## config.mk

```make
export PLATFORM = sky130hd
export DESIGN_NAME = arb_grant_lock
export DESIGN_NICKNAME = d
export VERILOG_FILES = /design/src/rtl/arb_pkg.sv /design/src/rtl/fixed_prio_pick.sv /design/src/rtl/arb_grant_lock.sv
export SDC_FILE = /design/constraint.sdc
export NUM_CORES = 1
export LEC_CHECK = 0
export BUFFER_PORTS_ARGS = -buffer_cell sky130_fd_sc_hd__buf_2
export CAP_MARGIN = 20
export CELL_PAD_IN_SITES_DETAIL_PLACEMENT = 0
export CELL_PAD_IN_SITES_GLOBAL_PLACEMENT = 1
export CORE_MARGIN = 5
export CORE_UTILIZATION = 37
export CTS_BUF_LIST = sky130_fd_sc_hd__clkbuf_8 sky130_fd_sc_hd__clkbuf_16
export DETAILED_ROUTE_END_ITERATION = 12
export PLACE_DENSITY = 0.76
export SYNTH_ARGS = -nofsm -noshare
export SYNTH_HDL_FRONTEND = slang
export SYNTH_SLANG_ARGS = --single-unit
```

## constraint.sdc

```tcl
create_clock -name clk -period 1.7 [get_ports clk]
set_clock_uncertainty 0.15 [all_clocks]
set_input_delay 0.255 -clock clk [delete_from_list [all_inputs] [get_ports clk]]
set_output_delay 0.255 -clock clk [all_outputs]
set_load 0.01 [all_outputs]
```

## src/rtl/arb_pkg.sv

```systemverilog
// Shared types and helpers for the grant-lock arbiter slice.
package arb_pkg;

  // Ownership state of the grant-lock stage.
  typedef enum logic {
    IDLE  = 1'b0,
    GRANT = 1'b1
  } state_t;

  // Default maximum number of cycles a single owner may hold the grant.
  localparam int DEFAULT_MAX_HOLD = 16;

  // Widest request vector the index helper can encode.
  localparam int MAX_REQ = 256;

  // Binary index of the set bit in a one-hot vector (0 when the vector is empty).
  function automatic int unsigned onehot_to_idx(input logic [MAX_REQ-1:0] oh);
    int unsigned idx;
    idx = 0;
    for (int i = 0; i < MAX_REQ; i++) begin
      if (oh[i]) idx = idx | unsigned'(i);
    end
    return idx;
  endfunction

endpackage

```

## src/rtl/fixed_prio_pick.sv

```systemverilog
// Combinational fixed-priority picker: lowest set bit of the input wins.
module fixed_prio_pick #(
  parameter int N = 4
) (
  input  logic [N-1:0] in,
  output logic [N-1:0] onehot,
  output logic         any_valid
);

  // Isolate the lowest set bit with the two's-complement trick.
  assign onehot    = in & (~in + {{(N-1){1'b0}}, 1'b1});
  assign any_valid = |in;

endmodule

```

## src/rtl/arb_grant_lock.sv

```systemverilog
// Registered, locked grant stage following a fixed-priority pick.
// The grant is held until the owner drops its request, signals done,
// or exceeds MAX_HOLD cycles; a timed-out owner is masked for one pick.
module arb_grant_lock
  import arb_pkg::*;
#(
  parameter  int N        = 4,
  parameter  int MAX_HOLD = DEFAULT_MAX_HOLD,
  localparam int IDW      = $clog2(N)
) (
  input  logic           clk,
  input  logic           rst,
  input  logic [N-1:0]   req,
  input  logic           done,
  output logic [N-1:0]   grant,
  output logic           grant_valid,
  output logic [IDW-1:0] grant_id,
  output logic           timeout
);

  // Counter wide enough to reach MAX_HOLD-1; kept at one bit when the timeout is disabled.
  localparam int HCW = (MAX_HOLD > 0) ? $clog2(MAX_HOLD + 1) : 1;
  localparam logic [HCW-1:0] HOLD_LAST = HCW'((MAX_HOLD > 0) ? MAX_HOLD - 1 : 0);

  generate
    if (N < 2 || N > MAX_REQ) begin : g_bad_n
      $error("arb_grant_lock: N must be between 2 and MAX_REQ");
    end
  endgenerate

  state_t         state;
  logic [N-1:0]   mask;
  logic [HCW-1:0] hold_cnt;

  logic [N-1:0]   eff;
  logic [N-1:0]   eff_oh;
  logic [N-1:0]   req_oh;
  logic           eff_any;
  logic           req_any;
  logic [N-1:0]   pick;
  logic           owner_req;
  logic           hold_limit;

  assign eff = req & ~mask;

  fixed_prio_pick #(.N(N)) u_pick_eff (
    .in        (eff),
    .onehot    (eff_oh),
    .any_valid (eff_any)
  );

  fixed_prio_pick #(.N(N)) u_pick_req (
    .in        (req),
    .onehot    (req_oh),
    .any_valid (req_any)
  );

  // Prefer unmasked requesters; fall back to the raw request so a lone masked requester still wins.
  assign pick       = eff_any ? eff_oh : req_oh;
  assign owner_req  = |(req & grant);
  assign hold_limit = (MAX_HOLD != 0) && (hold_cnt == HOLD_LAST);

  assign grant_valid = |grant;

  // Ownership FSM with hold counter, timeout mask and registered outputs.
  always_ff @(posedge clk or posedge rst) begin
    if (rst) begin
      state    <= IDLE;
      grant    <= '0;
      grant_id <= '0;
      timeout  <= 1'b0;
      mask     <= '0;
      hold_cnt <= '0;
    end else begin
      // NOTE: state registers use non-blocking assignments so every branch sees pre-edge values;
      // timeout is defaulted low here so it can only ever be a one-cycle pulse.
      timeout <= 1'b0;
      unique case (state)
        IDLE: begin
          if (req_any) begin
            grant    <= pick;
            grant_id <= IDW'(onehot_to_idx(MAX_REQ'(pick)));
            hold_cnt <= '0;
            mask     <= '0;
            state    <= GRANT;
          end
        end
        GRANT: begin
          if (!owner_req || done) begin
            grant <= '0;
            state <= IDLE;
          end else if (hold_limit) begin
            grant   <= '0;
            mask    <= grant;
            timeout <= 1'b1;
            state   <= IDLE;
          end else begin
            hold_cnt <= hold_cnt + 1'b1;
          end
        end
        default: state <= IDLE;
      endcase
    end
  end

endmodule

```

Word level (Yosys, flattened, before mapping)
Cells that the tools add are included.
- bits in registers: 17
- bits of input ports: 7
- logic and storage cells: 56
- $add $sub $neg: 3
- equality and inequality tests: 6
- mux-type cells: 23
- bitwise logic cells: 8
- reductions and logical operators: 10
- operator list (cell ; count):
    2-to-1 mux 4 bit ; 7
    bitwise AND 4 bit ; 4
    one-hot mux 4 bit (2 select lines) ; 2
    OR reduction 4 bit ; 4
    2-to-1 mux 5 bit ; 3
    NOT 4 bit ; 3
    one-hot mux 5 bit (2 select lines) ; 1
    adder 4 x 1 -> 4 bit, second input constant ; 2
    2-to-1 mux 1 bit ; 7
    inequality test 2 bit, second input constant ; 3
    AND reduction 3 bit ; 2
    adder 5 x 1 -> 5 bit, second input constant ; 1
    equality test 5 x 4 -> 1 bit, second input constant ; 1
    2-to-1 mux 2 bit ; 2
    AND reduction 2 bit ; 2
    inequality test 3 x 1 -> 1 bit, second input constant ; 1
    inequality test 2 x 1 -> 1 bit, second input constant ; 1
    one-hot mux 1 bit (2 select lines) ; 1
    zero test 1 bit ; 1
    logical OR 1 bit ; 1
    NOT 1 bit ; 1

Depth between registers and ports, before layout
- depth in word-level cells: 9
- mapped depth: 8

By module
A second synthesis with hierarchy kept.
- cell total of the unflattened synthesis: 99
- area total of the unflattened synthesis: 979.7 µm²
- by module, submodules not included (module ; instances ; cells an instance ; area each (µm²) ; seq. area each (µm²)):
    arb_grant_lock ; 1 ; 89 ; 899.6 ; 425.4
    fixed_prio_pick ; 2 ; 5 ; 40.0 ; 0.0

Least setup slack after synthesis
OpenSTA, ideal clock, no wires.
- kind: reg2reg
- from: register hold_cnt[0]
- to: register hold_cnt[2]
- data arrival time: 1.629 ns
- slack: -0.159 ns
- stages on the path, launching flop included: 8
- path through: dfrtp_1 -> ha_1 -> and3_1 -> ha_1 -> nor2_1 -> o211ai_1 -> or3b_1 -> o211ai_2
- word-level cells in the longest chain between the ends: 4
- elaborated cells on any way between the ends: 7
- those cells by class: add/sub (1); eq/ne (2); mux (3); reduce/logical (1)
- RTL lines (element ; RTL line ; text):
    from (decl) ; arb_grant_lock.sv:33 ; logic [HCW-1:0] hold_cnt;
    from (signal assigned) ; arb_grant_lock.sv:98 ; hold_cnt <= hold_cnt + 1'b1;
    adder 5 x 1 -> 5 bit ; arb_grant_lock.sv:98 ;
    2-to-1 mux 5 bit ; arb_grant_lock.sv:92 ; end else if (hold_limit) begin
    2-to-1 mux 5 bit ; arb_grant_lock.sv:89 ; if (!owner_req || done) begin
    one-hot mux 5 bit (2 select lines) ; arb_grant_lock.sv:78 ; unique case (state)
Parallel ways exist; a longest one is shown, timed or not. The select of a mux whose other input is x is not followed.
A chain may end at the register's enable or synchronous reset.

Final worst setup path
- from: register hold_cnt[1]
- to: register hold_cnt[2]
The elaborated chain is that of the path after synthesis.

==> results.json <==
{
  "swShare_pct": 35.7,
  "cp-end-kind": "flip-flop",
  "synth_top_area_share_pct": 48.0,
  "regArea_um2": 425,
  "cts_tree": "built",
  "hold_depth": 3,
  "power.density_mw_per_mm2": 1110,
  "multi_input_area_um2": 465,
  "async_flop_share_pct": 100,
  "fillCellCount": 224,
  "worstSetupPathType": "flip-flop to flip-flop",
  "peakVddDrop_uv": 532,
  "relSlewSlack_pct": 79.8,
  "clockBufferDepth": 2,
  "grt_max_degree": 18,
  "netlist_area_um2": 886,
  "avgViaCountPerCell": 5.27,
  "setup_slack_ns": -0.124,
  "period_minus_slack_ns": 1.82,
  "seq_area_frac_synth_pct": 48.0,
  "synth-edff-count": 0,
  "fin_worst_hold_slack_ns": 0.187,
  "dieHeight_um": 58.9,
  "crit_arrival_ns": 1.86,
  "postLayoutCoreUtil_pct": 52.0,
  "leakagePower_nw": 0.553,
  "violations": "negative setup slack",
  "synth-simple-area-share_pct": 22.6,
  "crit_fanout": 4,
  "vias": 769,
  "antenna_cells": 0,
  "area_growth_pct": 32.3,
  "slew_violations": 0,
  "pwr-share-comb_pct": 34.1,
  "hold_start": "req[2]",
  "hold_path_end": "grant[2]",
  "synth_top_family_by_area": "simple AND/OR/NAND/NOR gates",
  "antenna_found_initial": 0,
  "num_rows": 17,
  "dr.first_iter.drc_count": 5,
  "wl_per_cell_um": 14.6,
  "synth-warning-count": 0,
  "htreeDepth": 1,
  "place.gp.congestion": 0.767,
  "cpPeakStageDelay_ns": 0.40,
  "synth_nets": 99,
  "timing.rr.start": "hold_cnt[1]",
  "critPathLaunchType": "flip-flop",
  "cts-root-buf": "clkbuf_8",
  "avgSynthCellArea_um2": 9.84,
  "finalSetupTns_ns": -0.183,
  "grt_usage_pct": 13.0,
  "numClockSinks": 17,
  "hpwlAfterDp_um": 1540,
  "insertion_delay_ns": 0.26,
  "grt-ovfl-total": 0,
  "drive_above_1_share_pct": 44.9,
  "seqPwrFrac_pct": 41.6,
  "rr_endpoint": "hold_cnt[2]",
  "ys_types": 30,
  "switching_power_mw": 0.462,
  "max_freq_ghz": 0.548,
  "worstHoldPathType": "input port to flip-flop",
  "grt_pass1_vias": 762,
  "p_int_mw": 0.834,
  "start_util_pct": 39.3,
  "ant_nets": 0,
  "clkPwrFrac_pct": 24.4,
  "core_mm2": 0.00225,
  "worstMarginPinSlew_ns": 0.301,
  "yosys.area.top_type": "dfrtp_1",
  "grt_first_pass_wirelength_um": 3430,
  "first_pass_iters": 4,
  "boundaryPins": 15,
  "numCtsBuffers": 3,
  "r2r_slack_ns": -0.12,
  "period_share_pct": 107,
  "synth-xor-area-share_pct": 0.989,
  "synthTopCellsByArea": "dfrtp_1 48%, nand3_1 5.6%, nand2_1 5.1%",
  "cp_slowest_cell": "or3b_1",
  "dp_slack_ns": -0.0903,
  "setup_violations": 5,
  "worstPathRequired_ns": 1.73,
  "crit_chain": "ha_2 > and3_4 > ha_4 > nor2_2 > o211ai_1 > or3b_1 > o211ai_2",
  "reg2reg_depth": 7,
  "syn_inst": 90,
  "port_buffers": 14,
  "synth_seq_cells": 17,
  "synthMuxAreaShare_pct": 0,
  "drc": 0,
  "drt_wl_total_um": 2140,
  "layout.nets": 128,
  "synth_compound_area_share_pct": 19.1,
  "die_area_mm2": 0.00347,
  "maxCapViolations": 0,
  "status": "complete, but fails checks",
  "synth_ff_type": "dfrtp_1",
  "hold_violations": 0,
  "synth_fa_ha_area_share_pct": 2.82,
  "die_w_um": 58.9,
  "rsz0062_at_grt": "yes",
  "cts.reportedPaths.clkPinSlew_ns": 0.07
}
-- what timing repair did --
| item | CTS | global route |
|---|---|---|
| cloned | 0 | 1 |
| pin swaps | 1 | 4 |
| hold buffers | 1 | 0 |
| buffers inserted | 0 | 3 |
| endpoints found under the hold margin | 17 | 0 |
| endpoints found under the setup margin | 6 | 10 |
| gates resized for setup | 8 | 7 |
-- state kept, by name, indices dropped and copies added (netlist names) --
signal,count
state,1
grant,4
hold_cnt,5
grant_id,2
timeout,1
mask,4
-- cells by family after synthesis --
group	Yosys count
buffers and inverters	11
AOI/OAI and AO/OA	22
adders and majority gates	2
xor gates and xnor gates	1
DFF	17
and+or+nand+nor	37
-- power by group through the flow --
| stage | registers [mW] | clock network [mW] | logic [mW] |
|---|---|---|---|
| after floorplan | 0.557 | 0 | 0.230 |
| after global placement | 0.542 | 0 | 0.378 |
| after detailed placement | 0.547 | 0 | 0.385 |
| after CTS | 0.540 | 0.324 | 0.408 |
| after global routing | 0.553 | 0.347 | 0.487 |
| final | 0.538 | 0.316 | 0.441 |
-- final cells by class --
cell class / count / area share [%]
inverter: 8 / 2.56
sequential: 17 / 36.3
timing repair buffer: 27 / 14.3
clock inverter: 1 / 0.640
multi-input combinational: 62 / 39.7
tap: 28 / 2.99
clock buffer: 3 / 3.52
-- worst max-delay path by stage --
stage                           start           to  slack [ns]
after global placement    hold_cnt[1]  hold_cnt[2]       -0.04
after detailed placement  hold_cnt[1]  hold_cnt[2]       -0.09
after CTS                 hold_cnt[1]  hold_cnt[2]       -0.11
final                     hold_cnt[1]  hold_cnt[2]       -0.12
after global routing      hold_cnt[1]  hold_cnt[2]       -0.22
after floorplan           hold_cnt[1]  hold_cnt[2]       -0.04
-- synth_stat cells (2+ instances only) --
master,n
dfrtp_1,17
nand2_1,12
nand3_1,10
inv_1,8
o21ai_0,6
nor2b_1,5
o21ai_1,3
o21ai_2,3
a22o_1,2
buf_6,2
ha_1,2
or2_2,2
-- layer usage --
metal / global-route usage (%) / wire [um] / up-vias / part of all wire (%)
met1: 17.0 / 1050 / 378 / 49
met2: 20.5 / 987 / 11 / 46
met3: 4.82 / 87 / 5 / 4.1
met5: 0 / 0 / - / 0
li1: - / - / 375 / -
met4: 2.91 / 18 / 0 / 0.84
-- stage by stage --
stage | power (mW) | cells | area, um2
after global routing | 1.39 | 146 | 1170
after floorplan | 0.787 | 90 | 906
final | 1.30 | 146 | 1170
after detailed placement | 0.933 | 137 | 1040
after CTS | 1.27 | 142 | 1120
after global placement | 0.920 | 137 | 1040
-- placed cells by master, fill, tap and decap left out, drive strengths merged, types with 2 or more instances in the layout --
master  synthesis  final
nand2          12     12
nand3          10     10
ha              2      2
nor2b           5      5
dfrtp          17     17
clkbuf          0      3
nand2b          2      2
or2             2      2
o211ai          2      2
a22o            2      2
inv             8      8
o21ai          12     12
buf             3     26
-- critical path: cells and delay by family (launching register included) --
family	cells	cell delay, ns
flops	1	0.39
simple gates	3	0.65
fa+ha+maj	2	0.34
compound gates	2	0.22
Note: power is estimated with default switching activity, not from simulation.
